**config.mk**
```make
export PLATFORM = sky130hd
export DESIGN_NAME = ir_nec_receiver
export DESIGN_NICKNAME = d
export VERILOG_FILES = /design/src/rtl/ir_nec_pkg.sv /design/src/rtl/ir_nec_receiver_edge_sync.sv /design/src/rtl/ir_nec_receiver.sv
export SDC_FILE = /design/constraint.sdc
export NUM_CORES = 1
export LEC_CHECK = 0
export ABC_CLOCK_PERIOD_IN_PS = 2400
export CAP_MARGIN = 15
export CORE_MARGIN = 2
export CORE_UTILIZATION = 55
export CTS_BUF_LIST = sky130_fd_sc_hd__clkbuf_4
export CTS_CLUSTER_SIZE = 12
export DETAILED_ROUTE_END_ITERATION = 6
export PLACE_DENSITY = 0.82
export SLEW_MARGIN = 20
export SYNTH_ARGS = -nofsm -noshare
export SYNTH_HDL_FRONTEND = slang
export SYNTH_SLANG_ARGS = --single-unit
```
**constraint.sdc**
```tcl
create_clock -name Clock -period 2.4 [get_ports Clock]
set_input_delay 0.36 -clock Clock [delete_from_list [all_inputs] [get_ports Clock]]
set_output_delay 0.36 -clock Clock [all_outputs]
set_load 0.01 [all_outputs]
```
**src/rtl/ir_nec_pkg.sv**
```systemverilog
// Shared types and constants for the NEC IR receiver: FSM states, pulse-width
// windows (in half-units of T = 562.5 us) and error codes.
package ir_nec_pkg;

  typedef enum logic [2:0] {
    ST_IDLE,
    ST_LEAD_LO,
    ST_LEAD_HI,
    ST_BIT_LO,
    ST_BIT_HI,
    ST_STOP_LO,
    ST_CHECK,
    ST_REP_LO
  } state_t;

  localparam logic [5:0] LEAD_LO_MIN = 6'd28;
  localparam logic [5:0] LEAD_LO_MAX = 6'd36;
  localparam logic [5:0] LEAD_HI_MIN = 6'd14;
  localparam logic [5:0] LEAD_HI_MAX = 6'd18;
  localparam logic [5:0] REP_HI_MIN  = 6'd7;
  localparam logic [5:0] REP_HI_MAX  = 6'd10;
  localparam logic [5:0] BURST_MIN   = 6'd1;
  localparam logic [5:0] BURST_MAX   = 6'd3;
  localparam logic [5:0] ZERO_MIN    = 6'd1;
  localparam logic [5:0] ZERO_MAX    = 6'd3;
  localparam logic [5:0] ONE_MIN     = 6'd4;
  localparam logic [5:0] ONE_MAX     = 6'd8;
  localparam logic [5:0] H_SAT       = 6'd63;

  localparam logic [1:0] ERR_NONE     = 2'd0;
  localparam logic [1:0] ERR_TIMING   = 2'd1;
  localparam logic [1:0] ERR_CHECKSUM = 2'd2;
  localparam logic [1:0] ERR_OVERRUN  = 2'd3;

  function automatic logic in_window(input logic [5:0] h, input logic [5:0] lo,
                                     input logic [5:0] hi);
    return (h >= lo) && (h <= hi);
  endfunction

endpackage

```
**src/rtl/ir_nec_receiver_edge_sync.sv**
```systemverilog
// Reset synchroniser (async assert, sync release), IR line synchroniser,
// history flop and registered fall/rise strobes for the NEC receiver.
module ir_edge_sync
  import ir_nec_pkg::*;
#(
  parameter int SYNC_STAGES = 2
) (
  input  logic Clock,
  input  logic Reset,
  input  logic Serial,
  output logic rst_int,
  output logic fall,
  output logic rise
);

  logic [1:0]             rst_pipe;
  logic [SYNC_STAGES-1:0] sync;
  logic                   cur;
  logic                   hist;

  always_ff @(posedge Clock or posedge Reset) begin
    if (Reset) rst_pipe <= 2'b11;
    else       rst_pipe <= {rst_pipe[0], 1'b0};
  end

  assign rst_int = rst_pipe[1];
  assign cur     = sync[SYNC_STAGES-1];

  // Idle line is high, so the chain resets to 1 to avoid a spurious fall.
  always_ff @(posedge Clock or posedge rst_int) begin
    if (rst_int) begin
      sync <= '1;
      hist <= 1'b1;
      fall <= 1'b0;
      rise <= 1'b0;
    end else begin
      sync <= {sync[SYNC_STAGES-2:0], Serial};
      hist <= cur;
      fall <= hist & ~cur;
      rise <= ~hist & cur;
    end
  end

endmodule

```
**src/rtl/ir_nec_receiver.sv**
```systemverilog
// NEC IR frame receiver: pulse-width decoding FSM with valid/ready output.
// Define IR_REPEAT_EN to replay the last good frame on a repeat code.
module ir_nec_receiver
  import ir_nec_pkg::*;
#(
  parameter int UNIT_CYCLES = 28125,
  parameter int SYNC_STAGES = 2,
  parameter bit EXT_ADDR    = 1'b0
) (
  input  logic        Clock,
  input  logic        Reset,
  input  logic        Serial,
  output logic        out_valid,
  input  logic        out_ready,
  output logic [15:0] out_addr,
  output logic [7:0]  out_cmd,
  output logic        out_repeat,
  output logic        err,
  output logic [1:0]  err_code,
  output logic        busy
);

  localparam int HALF = UNIT_CYCLES / 2;
  localparam int PW   = (HALF > 1) ? $clog2(HALF) : 1;

  logic          rst_int, fall, rise, any_edge;
  logic [PW-1:0] presc;
  logic [5:0]    h;

  state_t        state_reg, state_next;
  logic [5:0]    bit_cnt_reg, bit_cnt_next;
  logic [31:0]   shreg_reg, shreg_next;
  logic          abort, csum_fail, frame_ok, rep_ok, rep_load, load_req, load_rep;
  logic [15:0]   frame_addr, load_addr;
  logic [7:0]    frame_cmd, load_cmd;

  logic          out_valid_reg, out_valid_next;
  logic [15:0]   out_addr_reg, out_addr_next;
  logic [7:0]    out_cmd_reg, out_cmd_next;
  logic          out_repeat_reg, out_repeat_next;
  logic          err_reg, err_next;
  logic [1:0]    err_code_reg, err_code_next;

  ir_edge_sync #(.SYNC_STAGES(SYNC_STAGES)) u_edge_sync (
    .Clock   (Clock),
    .Reset   (Reset),
    .Serial  (Serial),
    .rst_int (rst_int),
    .fall    (fall),
    .rise    (rise)
  );

  assign any_edge = fall | rise;

  // h counts half-units since the last edge; the value seen with a strobe is the pulse width.
  always_ff @(posedge Clock or posedge rst_int) begin
    if (rst_int) begin
      presc <= '0;
      h     <= '0;
    end else if (any_edge) begin
      presc <= '0;
      h     <= '0;
    end else if (presc == PW'(HALF - 1)) begin
      presc <= '0;
      if (h != H_SAT) h <= h + 6'd1;
    end else begin
      presc <= presc + 1'b1;
    end
  end

  assign frame_addr = EXT_ADDR ? shreg_reg[15:0] : {8'h00, shreg_reg[7:0]};
  assign frame_cmd  = shreg_reg[23:16];

  always_comb begin
    state_next   = state_reg;
    bit_cnt_next = bit_cnt_reg;
    shreg_next   = shreg_reg;
    abort        = 1'b0;
    csum_fail    = 1'b0;
    frame_ok     = 1'b0;
    rep_ok       = 1'b0;
    if (state_reg != ST_IDLE && h == H_SAT) begin
      abort = 1'b1;
    end else begin
      case (state_reg)
        ST_IDLE: begin
          if (fall) begin
            state_next   = ST_LEAD_LO;
            bit_cnt_next = '0;
          end
        end
        ST_LEAD_LO: begin
          if (rise) begin
            if (in_window(h, LEAD_LO_MIN, LEAD_LO_MAX)) state_next = ST_LEAD_HI;
            else abort = 1'b1;
          end
        end
        ST_LEAD_HI: begin
          if (fall) begin
            if (in_window(h, LEAD_HI_MIN, LEAD_HI_MAX))     state_next = ST_BIT_LO;
            else if (in_window(h, REP_HI_MIN, REP_HI_MAX)) state_next = ST_REP_LO;
            else abort = 1'b1;
          end
        end
        ST_BIT_LO: begin
          if (rise) begin
            if (in_window(h, BURST_MIN, BURST_MAX)) state_next = ST_BIT_HI;
            else abort = 1'b1;
          end
        end
        ST_BIT_HI: begin
          if (fall) begin
            if (in_window(h, ZERO_MIN, ZERO_MAX) || in_window(h, ONE_MIN, ONE_MAX)) begin
              shreg_next   = {in_window(h, ONE_MIN, ONE_MAX), shreg_reg[31:1]};
              bit_cnt_next = bit_cnt_reg + 6'd1;
              state_next   = (bit_cnt_reg == 6'd31) ? ST_STOP_LO : ST_BIT_LO;
            end else begin
              abort = 1'b1;
            end
          end
        end
        ST_STOP_LO: begin
          if (rise) begin
            if (in_window(h, BURST_MIN, BURST_MAX)) state_next = ST_CHECK;
            else abort = 1'b1;
          end
        end
        ST_CHECK: begin
          state_next = ST_IDLE;
          if ((shreg_reg[31:24] == ~shreg_reg[23:16]) &&
              (EXT_ADDR || (shreg_reg[15:8] == ~shreg_reg[7:0])))
            frame_ok = 1'b1;
          else
            csum_fail = 1'b1;
        end
        ST_REP_LO: begin
          if (rise) begin
            if (in_window(h, BURST_MIN, BURST_MAX)) begin
              state_next = ST_IDLE;
              rep_ok     = 1'b1;
            end else begin
              abort = 1'b1;
            end
          end
        end
        default: state_next = ST_IDLE;
      endcase
    end
    if (abort) state_next = ST_IDLE;
  end

`ifdef IR_REPEAT_EN
  logic        last_valid_reg;
  logic [15:0] last_addr_reg;
  logic [7:0]  last_cmd_reg;

  always_ff @(posedge Clock or posedge rst_int) begin
    if (rst_int) begin
      last_valid_reg <= 1'b0;
      last_addr_reg  <= '0;
      last_cmd_reg   <= '0;
    end else if (frame_ok) begin
      last_valid_reg <= 1'b1;
      last_addr_reg  <= frame_addr;
      last_cmd_reg   <= frame_cmd;
    end
  end

  assign rep_load  = rep_ok & last_valid_reg;
  assign load_addr = frame_ok ? frame_addr : last_addr_reg;
  assign load_cmd  = frame_ok ? frame_cmd  : last_cmd_reg;
  assign load_rep  = ~frame_ok;
`else
  // Repeat codes are still width-checked but never produce a result.
  assign rep_load  = rep_ok & 1'b0;
  assign load_addr = frame_addr;
  assign load_cmd  = frame_cmd;
  assign load_rep  = 1'b0;
`endif

  assign load_req = frame_ok | rep_load;

  always_comb begin
    out_valid_next  = out_valid_reg & ~out_ready;
    out_addr_next   = out_addr_reg;
    out_cmd_next    = out_cmd_reg;
    out_repeat_next = out_repeat_reg;
    err_next        = 1'b0;
    err_code_next   = err_code_reg;
    if (load_req) begin
      // A pending result that is not being taken this cycle wins over the new one.
      if (!out_valid_reg || out_ready) begin
        out_valid_next  = 1'b1;
        out_addr_next   = load_addr;
        out_cmd_next    = load_cmd;
        out_repeat_next = load_rep;
      end else begin
        err_next      = 1'b1;
        err_code_next = ERR_OVERRUN;
      end
    end
    if (abort) begin
      err_next      = 1'b1;
      err_code_next = ERR_TIMING;
    end
    if (csum_fail) begin
      err_next      = 1'b1;
      err_code_next = ERR_CHECKSUM;
    end
  end

  always_ff @(posedge Clock or posedge rst_int) begin
    if (rst_int) begin
      state_reg      <= ST_IDLE;
      bit_cnt_reg    <= '0;
      shreg_reg      <= '0;
      out_valid_reg  <= 1'b0;
      out_addr_reg   <= '0;
      out_cmd_reg    <= '0;
      out_repeat_reg <= 1'b0;
      err_reg        <= 1'b0;
      err_code_reg   <= ERR_NONE;
    end else begin
      state_reg      <= state_next;
      bit_cnt_reg    <= bit_cnt_next;
      shreg_reg      <= shreg_next;
      out_valid_reg  <= out_valid_next;
      out_addr_reg   <= out_addr_next;
      out_cmd_reg    <= out_cmd_next;
      out_repeat_reg <= out_repeat_next;
      err_reg        <= err_next;
      err_code_reg   <= err_code_next;
    end
  end

  assign out_valid  = out_valid_reg;
  assign out_addr   = out_addr_reg;
  assign out_cmd    = out_cmd_reg;
  assign out_repeat = out_repeat_reg;
  assign err        = err_reg;
  assign err_code   = err_code_reg;
  assign busy       = (state_reg != ST_IDLE);

endmodule

```
==> results.json <==
{
  "status": "finished, final reports clean",
  "synth_top_family_by_area": "multiplexers",
  "dp_hpwl_um": 5470,
  "gr-usage-met1_pct": 27.5,
  "drive_gt1_share_pct": 24.4,
  "ys_dominant_reg_cell": "dfrtp_1",
  "dieArea_sq_um": 8740,
  "async_flop_share_pct": 100,
  "fillers": 590,
  "syn_area_sq_um": 4410,
  "drt_iter0_drc": 154,
  "endpoint_kind": "flip-flop",
  "drv_cap": 0,
  "core_area_sq_um": 7730,
  "grt-busiest-layer": "met2",
  "skew_ps": 10.4,
  "power_frac_seq_pct": 57.7,
  "synth_cell_types": 57,
  "synth_mux_area_share_pct": 15.9,
  "ys_warn_count": 0,
  "worst_pin_slew_ps": 745,
  "final_hold_viol_count": 0,
  "cts_tree": "yes",
  "place_ws_ps": 4.91,
  "antenna-diode-count": 0,
  "reg2reg_slack_ps": 120,
  "gr-usage-met2_pct": 29.5,
  "cts_root_buf": "clkbuf_4",
  "overflow": 0,
  "synth_area_leaders": "dfrtp_1, mux2_4, xnor2_1",
  "crit_required_ps": 2730,
  "syn_inst": 359,
  "synth_edf_count": 0,
  "ys_seq_area_share_pct": 50.1,
  "grtUsageMet3_pct": 3.63,
  "final_util_pct": 63.4,
  "finalCritPeriodShare_pct": 94.8,
  "timing.final.ws_setup_ps": 125,
  "insertion_delay_ps": 430,
  "final_cell_mix": "dfrtp_1, mux2_4, nor2_1",
  "synth_xor_area_share_pct": 7.16,
  "final_common_cell": "dfrtp_1",
  "p_clk_share_pct": 26.3,
  "io_pins": 34,
  "grt_pass1_vias": 2654,
  "synthSimpleGateAreaFrac_pct": 14.8,
  "critPathSlowestCell": "nor4b_1",
  "die_x_um": 93.5,
  "cp_top_family": "simple AND/OR/NAND/NOR gates",
  "h-tree-depth": 3,
  "routed_via_density": 5.51,
  "place.gp.congestion": 0.821,
  "critPathKind": "flip-flop to flip-flop",
  "worst-endpoint-arrival_ps": 2610,
  "wl_um": 7700,
  "p_sw_w": 0.000833,
  "period_minus_slack_ps": 2280,
  "cp_max_fo": 11,
  "row_count": 32,
  "drc": 0,
  "vias": 2748,
  "drtPass1Iterations": 4,
  "path_cells": "buf_4 -> ha_1 -> nor4b_1 -> a2111o_1 -> or2_4 -> buf_4 -> mux2_4",
  "grt_use_total_pct": 19.3,
  "post_synth.cell_area_avg_sq_um": 12.3,
  "synth_top_area_cell": "dfrtp_1",
  "clk_pin_slew_ps": 140,
  "grt_max_degree": 36,
  "grt_pass1_wl_um": 13100,
  "synth-compound-area-share_pct": 4.86,
  "max-clock-path-buffers": 2,
  "crit_buf_inv": 2,
  "synth_top_area_share_pct": 47.1,
  "max_freq_ghz": 0.439,
  "cts_sinks": 88,
  "report.final.slew_viol_count": 0,
  "start_kind": "flip-flop",
  "setup_violations": 0,
  "power_frac_comb_pct": 16.0,
  "peakVddDrop_mv": 0.354,
  "switching_share_pct": 29.9,
  "slowest_delay_ps": 440,
  "power_density_nw_per_um2": 568,
  "nets": 404,
  "p_int_w": 0.00195,
  "hold_class": "input pin to async pin",
  "synthAdderAreaFrac_pct": 2.27,
  "hold_ws_ps": 233,
  "crit_top_cell": "buf_4",
  "slew_headroom_pct": 50.2,
  "synthToLayoutAreaGrowth_pct": 11.2,
  "routedWlPerCell_um": 15.4,
  "synth_seq_cells": 88,
  "die_h_um": 93.5,
  "largest_reg_flops": 32,
  "p_leak_nw": 2.26,
  "ant_nets": 0,
  "cts_buffers": 9,
  "start_util_pct": 57.0,
  "antenna_found_initial": 0,
  "numPortBuffers": 24
}
## layout make-up
class	instances	area (sq um)	share of cell area [%]
Clock inverter	7	46.3	0.944
Multi-Input combinational cell	247	2030	41.4
Timing Repair Buffer	38	385	7.86
Clock buffer	9	67.6	1.38
Inverter	8	33.8	0.689
Sequential cell	88	2210	45.1
Tap cell	102	128	2.60
## per-stage QoR
stage	power (W)	setup TNS (ps)	cell area, sq um	std cells
finish	0.00279	0	4900	499
global placement	0.00205	0	4770	483
detailed placement	0.00207	0	4770	483
global route	0.00293	-0.302	4900	499
floorplan	0.00194	0	4440	368
CTS	0.00280	0	4890	499
## cells in the mapped netlist (3+ instances only)
master     n
o21ai_0    5
dfstp_2    5
xnor2_1   23
nor2_1    37
buf_4      9
nand4_1    8
and4_1     3
and3_1     3
nand2_1   14
mux2i_1    3
buf_6      5
nand2b_1   6
mux2_4    38
xor2_1    13
mux2_2     9
ha_1       8
buf_2      5
dfrtp_1   83
clkbuf_1   5
nand3_1   11
inv_1      8
nor4_1     6
nor2b_1    6
a21oi_1    5
## layer usage
metal | share of wire, % | up-vias
met4 | 1.5 | 0
met5 | 0 | -
met3 | 3.9 | 7
met2 | 47 | 67
met1 | 48 | 1379
li1 | - | 1295
## power groups by stage
stage | logic [W] | registers, W | clock network (W)
6_report | 0.000445 | 0.00161 | 0.000733
5_1_grt | 0.000492 | 0.00162 | 0.000822
4_1_cts | 0.000440 | 0.00160 | 0.000755
3_5_place_dp | 0.000440 | 0.00163 | 0
3_3_place_gp | 0.000427 | 0.00163 | 0
2_1_floorplan | 0.000339 | 0.00160 | 0
## path summary, 6_finish.rpt
| kind | from | endpoint | cells past startpoint |
|---|---|---|---|
| max in group asynchronous | u_edge_sync.rst_pipe[1] | shreg_reg[28] | 2 |
| min in group Clock | Serial | u_edge_sync.sync[0] | 1 |
| min reg2reg | u_edge_sync.rst_pipe[0] | u_edge_sync.rst_pipe[1] | 0 |
| max | h[0] | shreg_reg[26] | 7 |
| min | Reset | u_edge_sync.rst_pipe[0] | 2 |
| max reg2reg | h[0] | shreg_reg[26] | 7 |
## cells by family after synthesis
logic type,after synthesis
AO/OA/AOI/OAI,27
XOR/XNOR,36
adder cells (fa/ha/maj),8
buffers and inverters,33
flip-flops,88
multiplexers,50
other,1
AND/OR/NAND/NOR,116
## repair_timing
item                       CTS  global route
gates resized for setup      0             5
buffers inserted             0             0
hold buffers                 0             0
setup endpoints to repair    0            30
(Power assumes the default switching activity.)
